<file path="src/rtl/regfile_dump_reader.sv">
// Register file dump reader: walks an index range over one combinational read port
// and streams each word out on a valid/ready channel, with busy/done status.
module regfile_dump_reader #(
    parameter int ADDR_W    = 5,
    parameter int DATA_W    = 32,
    parameter int SKIP_ZERO = 0
) (
    input  logic              clk,
    input  logic              rst_n,
    input  logic              start,
    input  logic              abort,
    input  logic [ADDR_W-1:0] first_addr,
    input  logic [ADDR_W-1:0] last_addr,
    output logic [ADDR_W-1:0] rf_addr,
    input  logic [DATA_W-1:0] rf_data,
    output logic              out_valid,
    input  logic              out_ready,
    output logic [DATA_W-1:0] out_data,
    output logic [ADDR_W-1:0] out_addr,
    output logic              out_last,
    output logic              busy,
    output logic              done
);

    typedef enum logic [1:0] {
        IDLE = 2'd0,
        READ = 2'd1,
        HOLD = 2'd2
    } state_t;

    state_t              state_q;
    logic [ADDR_W-1:0]   cur_q;
    logic [ADDR_W-1:0]   last_q;
    logic                out_valid_q;
    logic [DATA_W-1:0]   out_data_q;
    logic [ADDR_W-1:0]   out_addr_q;
    logic                out_last_q;
    logic                busy_q;
    logic                done_q;

    logic                skip_w;
    logic [ADDR_W-1:0]   inc_d;
    logic [ADDR_W-1:0]   start_cur_d;
    logic                final_w;
    logic                empty_w;

    assign skip_w = (SKIP_ZERO != 0);

    always_comb begin
        inc_d = cur_q + ADDR_W'(1);
        if (skip_w && inc_d == '0) begin
            inc_d = ADDR_W'(1);
        end
    end

    // With the zero register skipped, a range starting at 0 really starts at 1,
    // unless the range is {0} alone, which yields no beats at all.
    assign start_cur_d = (skip_w && first_addr == '0 && last_addr != '0) ? ADDR_W'(1) : first_addr;

    // A skipped last index of 0 means the walk ends at the top index instead.
    assign final_w = (cur_q == last_q) || (skip_w && last_q == '0 && cur_q == '1);
    assign empty_w = skip_w && cur_q == '0;

    always_ff @(posedge clk or negedge rst_n) begin
        if (!rst_n) begin
            state_q     <= IDLE;
            cur_q       <= '0;
            last_q      <= '0;
            out_valid_q <= 1'b0;
            out_data_q  <= '0;
            out_addr_q  <= '0;
            out_last_q  <= 1'b0;
            busy_q      <= 1'b0;
            done_q      <= 1'b0;
        end else begin
            done_q <= 1'b0;
            case (state_q)
                IDLE: begin
                    if (start && !abort) begin
                        last_q  <= last_addr;
                        cur_q   <= start_cur_d;
                        busy_q  <= 1'b1;
                        state_q <= READ;
                    end
                end
                READ: begin
                    if (abort) begin
                        out_valid_q <= 1'b0;
                        out_last_q  <= 1'b0;
                        busy_q      <= 1'b0;
                        cur_q       <= '0;
                        state_q     <= IDLE;
                    end else if (empty_w) begin
                        done_q  <= 1'b1;
                        busy_q  <= 1'b0;
                        cur_q   <= '0;
                        state_q <= IDLE;
                    end else begin
                        out_data_q  <= rf_data;
                        out_addr_q  <= cur_q;
                        out_last_q  <= final_w;
                        out_valid_q <= 1'b1;
                        state_q     <= HOLD;
                    end
                end
                HOLD: begin
                    if (abort) begin
                        out_valid_q <= 1'b0;
                        out_last_q  <= 1'b0;
                        busy_q      <= 1'b0;
                        cur_q       <= '0;
                        state_q     <= IDLE;
                    end else if (out_valid_q && out_ready) begin
                        out_valid_q <= 1'b0;
                        if (out_last_q) begin
                            done_q  <= 1'b1;
                            busy_q  <= 1'b0;
                            cur_q   <= '0;
                            state_q <= IDLE;
                        end else begin
                            cur_q   <= inc_d;
                            state_q <= READ;
                        end
                    end
                end
                default: begin
                    state_q <= IDLE;
                end
            endcase
        end
    end

    assign rf_addr   = cur_q;
    assign out_valid = out_valid_q;
    assign out_data  = out_data_q;
    assign out_addr  = out_addr_q;
    assign out_last  = out_last_q;
    assign busy      = busy_q;
    assign done      = done_q;

endmodule

</file>
<file path="config.mk">
export PLATFORM = sky130hd
export DESIGN_NAME = regfile_dump_reader
export DESIGN_NICKNAME = d
export VERILOG_FILES = /design/src/rtl/regfile_dump_reader.sv
export SDC_FILE = /design/constraint.sdc
export NUM_CORES = 1
export LEC_CHECK = 0
export CAP_MARGIN = 0
export CORE_MARGIN = 2
export CORE_UTILIZATION = 42
export DETAILED_ROUTE_END_ITERATION = 7
export PLACE_DENSITY = 0.77
export RECOVER_POWER = 25
export SLEW_MARGIN = 20
export SYNTH_ARGS = -nofsm -noshare
export SYNTH_HDL_FRONTEND = slang
export SYNTH_SLANG_ARGS = --single-unit
</file>
<file path="constraint.sdc">
create_clock -name clk -period 2.6 [get_ports clk]
set_input_delay 0.78 -clock clk [delete_from_list [all_inputs] [get_ports clk]]
set_output_delay 0.78 -clock clk [all_outputs]
set_load 0.03 [all_outputs]
</file>
==> summary.txt, run 1 <==
Global routing
  • First-pass GRT wire length: approximately 9500 microns
  • Number of antenna violations at the first check in global routing: 0
  • Combined global-route utilization of all metal layers: 0.194
  • Maximum number of pins on one net before global-route repair: 38
  • Total global routing overflow: 0
  • Number of global-route vias before repair: just over 2000

Clock network
  • Num CTS Buffers: 5
  • Number of resized instances in the post-cts repair step: 0
  • Clock Latency Late Sink: about 290 ps
  • Bufs on Longest Clock Path: 2
  • H-Tree Depth: 2
  • Clock transition at the registers of the reported paths: 90 ps
  • TritonCTS clock tree: built
  • CTS Root Buffer Type: clkbuf_8
  • Hold-fix buffer count after cts: 0
  • Setup repair bufs after CTS: 0
  • Number of sinks on the clock net: 53

Detailed routing
  • Routed length per instance: around 14 microns
  • Antenna-violating nets left: 0
  • Via count of the routed design: between 1500 and 2000
  • Final routed wirelength across all metal layers: around 5600 microns
  • Detailed-routing iteration count for the pre-antenna-repair pass: 4
  • Number of DRC violations after detailed-routing iteration 0: 51
  • Detailed-routed wire length on met2: about 2800 microns
  • Wl on met1: roughly 2400 microns
  • Uppermost layer routed: met4
  • Drt drc: 0
  • Vias per inst: 4.75
  • Wire length on met3: 375 microns

Cells and area
  • Antenna diode instance count: 0
  • Storage cell area: roughly 0.0013 sq mm
  • Area growth, synth to finish: 47.7%
  • Most frequent cells in the layout: nand2_1, clkdlybuf4s50_1, dfrtp_1, inv_1
  • Area of the multi-input gates: approximately 900 sq um
  • Fill cell instance count of the final layout: roughly 470
  • Share of cells above drive strength 1: 0.0556
  • Most frequent standard cell in the layout excluding fill and tap cells: nand2_1
  • Number of nets at the end of the flow: 393

Floorplanning
  • Die boundary height: approximately 78 microns
  • Die extent in x: roughly 80 microns
  • Core area: roughly 0.0054 sq mm
  • Initial Utilization: 0.428
  • Count of pins on the block boundary: slightly above 90
  • Die footprint: ~0.006 sq mm
  • Site row count: 27

Hold path
  • Kind of path behind the tightest hold check: flip-flop to flip-flop

Yosys
  • Largest cells by area after synthesis: dfrtp_1, nand2_1, ha_1
  • Syn_nets: 296
  • Number of flops mapped to enable cells by yosys: 0
  • Top cell type by total area after synthesis: dfrtp_1
  • Post-synthesis instance area: around 0.0023 sq mm
  • Syn Inst Count: 244
  • Yosys top cell area share: 0.574
  • Post-synthesis cell type count: 30
  • Synth warn: 0
  • Sequential share of the synthesized area: 0.574
  • Post-synth top flop: dfrtp_1
  • Share of synthesized registers carrying an async set or reset: 1.00
  • Number of storage elements in the synthesis netlist: 53
  • Mean post-synth cell area: between 9 and 10 sq um

Pwr
  • Power density cells: between 1000 and 1500 mW/mm^2
  • Largest vdd supply drop: around 0.65 mV
  • Static power due to leakage: between 1.5 and 2 nW

Outcome
  • Run status: finished with violations
  • Failing checks: capacitance limit, slew limit

Setup path
  • Startpoint types: flip-flop
  • Combined buffer and inverter count along the critical path: 1
  • Worst path required time: approximately 1800 ps
  • Critical path endpoint category: output port
  • Cell-by-cell trace of the critical path: clkdlybuf4s50_1
  • Critical path's top delay family: buffers and inverters
  • Largest stage delay, worst path: ~730 ps
  • Arrival time of the worst setup path: 1530 ps
  • Crit path max-delay cell type: clkdlybuf4s50_1
  • Largest driver fanout on the critical path: 7
  • Critical setup path kind: flip-flop to output port

STA
  • Number of setup violations in the final report: 0
  • Post-Route Setup TNS: 0 ps
  • Final worst-path cycle share: 0.890
  • Smallest setup slack after layout: 286 ps
  • Number of pins exceeding their max-slew limit in the final report: 31
  • Setup repair after global routing missed its margin: no
  • Clock period minus final worst setup slack: around 2300 ps
  • Fin. Hold Viols: 0
  • Slew at the pin with the worst max-slew slack: 1580 ps
  • Final clock skew: between 2 and 2.5 ps
  • Slew headroom: -0.0509
  • Peak Freq: between 400 and 500 MHz

Flow run
  • Number of violations of the max-capacitance limit: 1

Placed design
  • HPWL after detailed placement: 4160 microns
  • Last weighted congestion value of the routability-driven placer: a little under 0.8
  • Setup slack after placement: ~180 ps
  • # port buffers: just over 90
==> cell type report <==
cell class | instances | area share
Sequential cell | 53 | 0.389
Clock inverter | 2 | 0.00293
Clock buffer | 6 | 0.0213
Tap cell | 72 | 0.0264
Inverter | 9 | 0.00990
Timing Repair Buffer | 99 | 0.283
Multi-Input combinational cell | 173 | 0.268
==> routing by layer <==
layer,global-route usage,vias up
met3,0.0448,7
met2,0.342,69
met4,0.0474,0
met5,0,-
met1,0.241,915
li1,-,974
==> tightest hold or removal path, stage by stage (launching register included) <==
cell	delay, ps
dfrtp_1	350
nand2_1	50
nand2_1	50
==> Yosys cell counts, drive strengths merged (2+ instances only) <==
cell type / n
clkbuf: 3
nand2b: 3
a22o: 3
mux2: 5
dfrtp: 53
a31oi: 2
a21oi: 4
nor2b: 4
nand2: 115
nor2: 2
mux2i: 2
ha: 5
o32ai: 4
nand3: 6
xnor2: 4
inv: 9
nand3b: 4
buf: 6
==> flip-flops by register name, summed over array words and instances (netlist names) <==
| name | flops |
|---|---|
| out_data | 32 |
| last_q | 5 |
| out_addr | 5 |
| rf_addr | 5 |
| state_q | 2 |
| busy | 1 |
| done | 1 |
| out_last | 1 |
| out_valid | 1 |
==> stage by stage <==
step / cell area [sq um] / hold slack, ps / total power, mW / cells / util
3_5_place_dp: 3330 / 462 / 3.86 / 406 / 0.617
6_report: 3410 / 477 / 4.26 / 414 / 0.631
2_1_floorplan: 2310 / 484 / 2.86 / 244 / -
3_3_place_gp: 3330 / 457 / 3.78 / 406 / 0.617
5_1_grt: 3410 / 501 / 4.56 / 414 / 0.631
4_1_cts: 3420 / 484 / 4.31 / 414 / 0.632
==> final timing paths <==
check / cells after the start / end / slack [ps] / startpoint
setup / recovery: 1 / rf_addr[2] / 290 / rf_addr[2]
hold / removal: 2 / out_data[24] / 480 / out_data[24]
setup reg to reg: 6 / rf_addr[3] / 710 / state_q[0]
hold reg to reg: 2 / out_data[24] / 480 / out_data[24]
max in group asynchronous: 2 / out_data[7] / 670 / rst_n
min in group asynchronous: 1 / out_data[4] / 860 / rst_n
==> kinds of logic (layout without fill, tap and decap cells) <==
group	after synthesis	in the layout	synth area share
AO/OA/AOI/OAI	18	18	0.0623
XOR/XNOR	5	5	0.0189
adder cells (fa/ha/maj)	5	5	0.0271
buffers and inverters	18	116	0.0309
flip-flops	53	53	0.574
multiplexers	7	7	0.0330
AND/OR/NAND/NOR	138	138	0.254
==> where the power goes <==
group | internal, mW | switching [mW]
sequential | 1.20 | 0.267
combinational | 0.995 | 1.35
clock | 0.187 | 0.254
No activity file was read; power rests on OpenSTA's default activity.
==> run 2, diff against run 1 <==
--- a/config.mk
+++ b/config.mk
@@ -11,6 +11,7 @@
 export DETAILED_ROUTE_END_ITERATION = 7
 export PLACE_DENSITY = 0.77
 export RECOVER_POWER = 25
+export REMOVE_ABC_BUFFERS = 1
 export SLEW_MARGIN = 20
 export SYNTH_ARGS = -nofsm -noshare
 export SYNTH_HDL_FRONTEND = slang
==> summary.txt, run 2 (synthesized netlist as in run 1, its figures left out) <==
STA
  • Slew at the pin with the worst max-slew slack: 1150 ps (was 1580 ps)
  • Worst hold margin: 477 ps (about the same)
  • Number of setup violations in the final report: 0 (unchanged)
  • Setup repair after global routing missed its margin: no (unchanged)
  • Fin. Hold Viols: 0 (unchanged)
  • Final clock skew: 3.71 ps (was 2.48 ps)
  • Slew headroom: 0.231 (was -0.0509)
  • Number of pins exceeding their max-slew limit in the final report: 0 (was 31)
  • Clock period minus final worst setup slack: 2350 ps (was 2310 ps)
  • Final worst-path cycle share: 0.905 (was 0.890)
  • Peak Freq: 425 MHz (was 432 MHz)

Cells and area
  • Most frequent standard cell in the layout excluding fill and tap cells: nand2_1 (unchanged)
  • Area of the multi-input gates: 916 sq um (unchanged)
  • Utilization after layout: 0.632 (was 0.631)
  • Area growth, synth to finish: 47.8% (was 47.7%)
  • Most frequent cells in the layout: nand2_1, clkdlybuf4s50_1, dfrtp_1, inv_1, nand3_1 (was nand2_1, clkdlybuf4s50_1, dfrtp_1, inv_1)
  • Storage cell area: 0.00133 sq mm (unchanged)
  • Share of cells above drive strength 1: 0.0529 (was 0.0556)
  • Number of nets at the end of the flow: 391 (was 393)
  • Max FFs per register: 32 (unchanged)
  • Final non-filler cell area: 0.00341 sq mm (about the same)
  • Fin cells: 412 (was 414)
  • Antenna diode instance count: 0 (unchanged)
  • Fill cell instance count of the final layout: 467 (was 472)

Pwr
  • Power density cells: 1240 mW/mm^2 (was 1250 mW/mm^2)
  • Overall power consumption: 4.25 mW (was 4.26 mW)
  • Static power due to leakage: 1.61 nW (was 1.62 nW)
  • Largest vdd supply drop: 0.679 mV (was 0.650 mV)

Flow run
  • Number of violations of the max-capacitance limit: 0 (was 1)

Placed design
  • Area after detailed placement: 0.00334 sq mm (was 0.00333 sq mm)
  • Total instance count after detailed placement: 404 (was 406)
  • HPWL after detailed placement: 3800 microns (was 4160 microns)
  • # port buffers: 92 (unchanged)
  • Last weighted congestion value of the routability-driven placer: 0.886 (was 0.786)

Detailed routing
  • Vias per inst: 4.78 (was 4.75)
  • Number of DRC violations after detailed-routing iteration 0: 95 (was 51)
  • Final routed wirelength across all metal layers: 5280 microns (was 5610 microns)
  • Routed length per instance: 12.8 microns (was 13.5 microns)
  • Detailed-routing iteration count for the pre-antenna-repair pass: 4 (unchanged)
  • Via count of the routed design: 1970 (was 1965)
  • Antenna-violating nets left: 0 (unchanged)
  • Drt drc: 0 (unchanged)

Setup path
  • Worst path required time: 1820 ps (about the same)
  • Critical path's top delay family: buffers and inverters (unchanged)
  • Largest driver fanout on the critical path: 7 (unchanged)
  • Critical path endpoint category: output port (unchanged)
  • Arrival time of the worst setup path: 1570 ps (was 1530 ps)
  • Start point of the critical path: rf_addr[2] (unchanged)
  • Reg-to-reg critical path startpoint: state_q[0] (unchanged)
  • Depth of the critical timing path with buffers and inverters included: 1 (unchanged)
  • Termination of the worst setup path: rf_addr[2] (unchanged)
  • Endpoint of the worst register-to-register path: rf_addr[2] (was rf_addr[3])
  • Startpoint types: flip-flop (unchanged)
  • Combined buffer and inverter count along the critical path: 1 (unchanged)
  • Cell-by-cell trace of the critical path: clkdlybuf4s50_1 (unchanged)
  • Length in cells of the worst reg-to-reg path: 6 (unchanged)
  • Critical setup path kind: flip-flop to output port (unchanged)
  • Minimum setup slack among reg-to-reg paths: 810 ps (was 710 ps)
  • Crit path max-delay cell type: clkdlybuf4s50_1 (unchanged)
  • Largest stage delay, worst path: 740 ps (was 730 ps)

Clock network
  • H-Tree Depth: 2 (unchanged)
  • CTS Root Buffer Type: clkbuf_8 (unchanged)
  • Clock Latency Late Sink: 300 ps (was 290 ps)
  • Setup repair bufs after CTS: 0 (unchanged)
  • Hold-fix buffer count after cts: 0 (unchanged)
  • Bufs on Longest Clock Path: 2 (unchanged)
  • Number of resized instances in the post-cts repair step: 0 (unchanged)
  • Number of sinks on the clock net: 53 (unchanged)
  • Num CTS Buffers: 5 (unchanged)
  • Clock transition at the registers of the reported paths: 90 ps (about the same)
  • TritonCTS clock tree: built (unchanged)

Global routing
  • Number of global-route vias before repair: 1967 (was 2079)
  • First-pass GRT wire length: 8970 microns (was 9540 microns)
  • Total global routing overflow: 0 (unchanged)
  • Combined global-route utilization of all metal layers: 0.184 (was 0.194)
  • Number of antenna violations at the first check in global routing: 0 (unchanged)
  • Maximum number of pins on one net before global-route repair: 38 (unchanged)

Floorplanning
  • Die boundary height: 78.2 microns (unchanged)
  • Count of pins on the block boundary: 93 (unchanged)
  • Initial Utilization: 0.428 (unchanged)
  • Site row count: 27 (unchanged)
  • Die extent in x: 78.2 microns (unchanged)
  • Die footprint: 0.00611 sq mm (unchanged)
  • Core area: 0.00541 sq mm (unchanged)

Hold path
  • Kind of path behind the tightest hold check: flip-flop to flip-flop (unchanged)

Outcome
  • Run status: finished clean (was finished with violations)
## run 2: cell types whose count changed in the layout (fill, tap and decap cells not counted), sizes merged
cell,change
clkbuf,-1
buf,-2
clkinvlp,+1
## run 2: layer usage
metal | vias to the layer above | routed length, microns | track usage
li1 | 968 | - | -
met1 | 922 | 2460 | 0.248
met2 | 76 | 2470 | 0.301
met3 | 4 | 306 | 0.0437
met4 | 0 | 41 | 0.0491
met5 | - | 0 | 0
## run 2: cell type report
cell class | count | share of cell area
Clock inverter | 3 | 0.00513
Timing Repair Buffer | 97 | 0.282
Multi-Input combinational cell | 173 | 0.268
Tap cell | 72 | 0.0264
Inverter | 9 | 0.00989
Sequential cell | 53 | 0.388
Clock buffer | 5 | 0.0202
## run 2: how the worst min path moves through the flow
stage / startpoint / to / cells after the start / slack, ps
floorplan: rst_n / busy / 0 / 480
global placement: out_data[2] / out_data[2] / 2 / 460
detailed placement: out_data[16] / out_data[16] / 2 / 460
CTS: rst_n / out_data[26] / 1 / 450
global route: out_data[5] / out_data[5] / 2 / 500
finish: out_data[16] / out_data[16] / 2 / 480
## run 2: report_power, final
| part | switching, mW | total, mW | internal (mW) |
|---|---|---|---|
| registers | 0.259 | 1.46 | 1.20 |
| logic | 1.34 | 2.34 | 1.00 |
| clock network | 0.261 | 0.447 | 0.186 |
| total | 1.86 | 4.25 | 2.39 |
## run 2: stage by stage
step	setup TNS (ps)	setup slack, ps
global route	0	120
global placement	0	289
CTS	0	241
finish	0	247
detailed placement	0	241
floorplan	-1760	-370
==> run 3, diff against run 2 <==
--- a/config.mk
+++ b/config.mk
@@ -5,11 +5,15 @@
 export SDC_FILE = /design/constraint.sdc
 export NUM_CORES = 1
 export LEC_CHECK = 0
+export ABC_AREA = 1
 export CAP_MARGIN = 0
+export CELL_PAD_IN_SITES_DETAIL_PLACEMENT = 1
+export CELL_PAD_IN_SITES_GLOBAL_PLACEMENT = 1
 export CORE_MARGIN = 2
-export CORE_UTILIZATION = 42
+export CORE_UTILIZATION = 34
+export CTS_BUF_LIST = sky130_fd_sc_hd__clkbuf_8
 export DETAILED_ROUTE_END_ITERATION = 7
-export PLACE_DENSITY = 0.77
+export PLACE_DENSITY = 0.85
 export RECOVER_POWER = 25
 export REMOVE_ABC_BUFFERS = 1
 export SLEW_MARGIN = 20
==> summary.txt, run 3 <==
Yosys
  • Post-synthesis cell type count: 21 (was 30)
  • Top cell type by total area after synthesis: dfrtp_1 (unchanged)
  • Number of storage elements in the synthesis netlist: 53 (unchanged)
  • Syn Inst Count: 280 (was 244)
  • Top cells by count, synth: nand2_1, dfrtp_1, inv_1 (unchanged)
  • Largest cells by area after synthesis: dfrtp_1, nand2_1, ha_1 (unchanged)
  • Post-synthesis instance area: 0.00235 sq mm (was 0.00231 sq mm)
  • Mean post-synth cell area: 8.41 sq um (was 9.47 sq um)
  • Sequential share of the synthesized area: 0.563 (was 0.574)
  • Synth warn: 0 (unchanged)
  • Share of synthesized registers carrying an async set or reset: 1.00 (unchanged)
  • Yosys top cell area share: 0.563 (was 0.574)
  • Leading cell type by number of instances after synthesis: nand2_1 (unchanged)
  • Number of flops mapped to enable cells by yosys: 0 (unchanged)
  • Post-synth top flop: dfrtp_1 (unchanged)

STA
  • Post-Route Setup TNS: 0 ps (unchanged)
  • Number of setup violations in the final report: 0 (unchanged)
  • Fin. Hold Viols: 0 (unchanged)
  • Final worst-path cycle share: 0.910 (was 0.905)
  • Peak Freq: 423 MHz (was 425 MHz)
  • Clock period minus final worst setup slack: 2370 ps (was 2350 ps)
  • Setup repair after global routing missed its margin: no (unchanged)
  • Slew at the pin with the worst max-slew slack: 1340 ps (was 1150 ps)
  • Number of pins exceeding their max-slew limit in the final report: 0 (unchanged)
  • Final clock skew: 4.44 ps (was 3.71 ps)
  • Slew headroom: 0.110 (was 0.231)

Detailed routing
  • Antenna-violating nets left: 0 (unchanged)
  • Routed length per instance: 14.3 microns (was 12.8 microns)
  • Final routed wirelength across all metal layers: 6490 microns (was 5280 microns)
  • Via count of the routed design: 2131 (was 1970)
  • Drt drc: 0 (unchanged)
  • Vias per inst: 4.68 (was 4.78)
  • Number of DRC violations after detailed-routing iteration 0: 64 (was 95)
  • Detailed-routing iteration count for the pre-antenna-repair pass: 4 (unchanged)

Setup path
  • Crit path max-delay cell type: clkdlybuf4s50_1 (unchanged)
  • Endpoint of the worst register-to-register path: state_q[0] (was rf_addr[2])
  • Critical path endpoint category: output port (unchanged)
  • Minimum setup slack among reg-to-reg paths: 1020 ps (was 810 ps)
  • Critical setup path kind: flip-flop to output port (unchanged)
  • Worst path required time: 1820 ps (about the same)
  • Length in cells of the worst reg-to-reg path: 6 (unchanged)
  • Arrival time of the worst setup path: 1590 ps (was 1570 ps)
  • Reg-to-reg critical path startpoint: state_q[0] (unchanged)
  • Largest stage delay, worst path: 740 ps (about the same)
  • Largest driver fanout on the critical path: 9 (was 7)
  • Cell-by-cell trace of the critical path: clkdlybuf4s50_1 (unchanged)
  • Combined buffer and inverter count along the critical path: 1 (unchanged)
  • Critical path's top delay family: buffers and inverters (unchanged)
  • Startpoint types: flip-flop (unchanged)

Placed design
  • Total instance count after detailed placement: 449 (was 404)
  • Area after detailed placement: 0.00338 sq mm (was 0.00334 sq mm)
  • HPWL after detailed placement: 4950 microns (was 3800 microns)
  • # port buffers: 92 (unchanged)
  • Last weighted congestion value of the routability-driven placer: 0.882 (was 0.886)

Floorplanning
  • Die boundary height: 87.2 microns (was 78.2 microns)
  • Site row count: 30 (was 27)
  • Count of pins on the block boundary: 93 (unchanged)
  • Die extent in x: 87.2 microns (was 78.2 microns)
  • Initial Utilization: 0.349 (was 0.428)
  • Core area: 0.00676 sq mm (was 0.00541 sq mm)
  • Die footprint: 0.00761 sq mm (was 0.00611 sq mm)

Cells and area
  • Max FFs per register: 32 (unchanged)
  • Number of nets at the end of the flow: 428 (was 391)
  • Most frequent standard cell in the layout excluding fill and tap cells: nand2_1 (unchanged)
  • Fin cells: 455 (was 412)
  • Final non-filler cell area: 0.00344 sq mm (was 0.00341 sq mm)
  • Antenna diode instance count: 0 (unchanged)
  • Share of cells above drive strength 1: 0.0667 (was 0.0529)
  • Most frequent cells in the layout: nand2_1, clkdlybuf4s50_1, dfrtp_1, inv_1, nor2_1 (was nand2_1, clkdlybuf4s50_1, dfrtp_1, inv_1, nand3_1)
  • Area growth, synth to finish: 46.0% (was 47.8%)
  • Fill cell instance count of the final layout: 812 (was 467)
  • Utilization after layout: 0.509 (was 0.632)

Global routing
  • First-pass GRT wire length: 10600 microns (was 8970 microns)
  • Combined global-route utilization of all metal layers: 0.176 (was 0.184)
  • Met3 demand-to-capacity share in global routing: 0.0408 (was 0.0437)
  • GR Util met2: 0.294 (was 0.301)
  • Maximum number of pins on one net before global-route repair: 30 (was 38)
  • Number of antenna violations at the first check in global routing: 0 (unchanged)
  • Grt peak-use layer: met2 (unchanged)
  • Met1 usage in global routing: 0.232 (was 0.248)
  • Number of global-route vias before repair: 2142 (was 1967)
  • Total global routing overflow: 0 (unchanged)

Clock network
  • Number of resized instances in the post-cts repair step: 0 (unchanged)
  • H-Tree Depth: 2 (unchanged)
  • Hold-fix buffer count after cts: 0 (unchanged)
  • TritonCTS clock tree: built (unchanged)
  • Setup repair bufs after CTS: 0 (unchanged)
  • Clock Latency Late Sink: 300 ps (about the same)
  • Num CTS Buffers: 5 (unchanged)
  • Bufs on Longest Clock Path: 2 (unchanged)
  • Number of sinks on the clock net: 53 (unchanged)
  • CTS Root Buffer Type: clkbuf_8 (unchanged)
  • Clock transition at the registers of the reported paths: 90 ps (about the same)

Pwr
  • Largest vdd supply drop: 0.483 mV (was 0.679 mV)
  • Power density cells: 1280 mW/mm^2 (was 1240 mW/mm^2)
  • Overall power consumption: 4.42 mW (was 4.25 mW)
  • Static power due to leakage: 1.70 nW (was 1.61 nW)

Hold path
  • Worst hold path cell count: 2 (unchanged)
  • Worst Hold Endpoint: out_data[7] (was out_data[16])
  • Kind of path behind the tightest hold check: flip-flop to flip-flop (unchanged)
  • Hold Crit Start: out_data[7] (was out_data[16])

Flow run
  • Number of violations of the max-capacitance limit: 0 (unchanged)

Outcome
  • Run status: finished clean (unchanged)
==> run 3: cell count changes in the layout (fill, tap and decap cells not counted), moves of 5 or more <==
cell     delta
nor2_1      +8
o21ai_0     +5
nand2_1    +37
mux2_1      -5
==> run 3: final cells by class <==
class / instances / area, sq um / area share
clock buffers: 5 / 68.8 / 0.0200
repair buffers: 97 / 950 / 0.276
flip-flops and latches: 53 / 1330 / 0.386
multi-input cells: 202 / 925 / 0.269
well taps: 80 / 100 / 0.0291
clock inverters: 1 / 5.00 / 0.00146
inverters: 17 / 63.8 / 0.0186
==> run 3: worst register-to-register path, stage by stage, from the launching register on <==
cell	delay (ps)
dfrtp_1	430
inv_1	110
ha_1	290
nand2_1	130
nor2_1	170
o21ai_0	120
o21ai_0	240
==> run 3: through the flow <==
stage / setup WS [ps] / hold slack (ps)
global placement: 543 / 454
finish: 234 / 477
CTS: 230 / 480
detailed placement: 433 / 459
global route: 93.1 / 500
floorplan: 546 / 484
==> run 3: power breakdown <==
group | internal (mW) | switching, mW
logic | 0.976 | 1.54
registers | 1.20 | 0.270
clock network | 0.178 | 0.251
==> run 3: routing by layer <==
metal | vias up | share of wire
li1 | 1045 | -
met4 | 0 | 0.016
met5 | - | 0
met1 | 1011 | 0.44
met2 | 67 | 0.49
met3 | 8 | 0.053
==> run 3: cell families after synthesis <==
| family | Yosys count | share of synthesized area |
|---|---|---|
| xor gates and xnor gates | 4 | 0.0149 |
| muxes | 3 | 0.0143 |
| DFF | 53 | 0.563 |
| buffers and inverters | 25 | 0.0441 |
| AOI/OAI and AO/OA | 12 | 0.0255 |
| and+or+nand+nor | 178 | 0.311 |
| adders and majority gates | 5 | 0.0266 |
==> run 3: how the worst max path moves through the flow <==
| stage | startpoint | to | slack (ps) | cells past startpoint |
|---|---|---|---|---|
| CTS | rf_addr[2] | rf_addr[2] | 230 | 1 |
| global route | rst_n | rf_addr[0] | 90 | 2 |
| finish | rf_addr[2] | rf_addr[2] | 230 | 1 |
| floorplan | abort | rf_addr[3] | 550 | 6 |
| global placement | abort | rf_addr[1] | 540 | 9 |
| detailed placement | abort | rf_addr[0] | 430 | 9 |
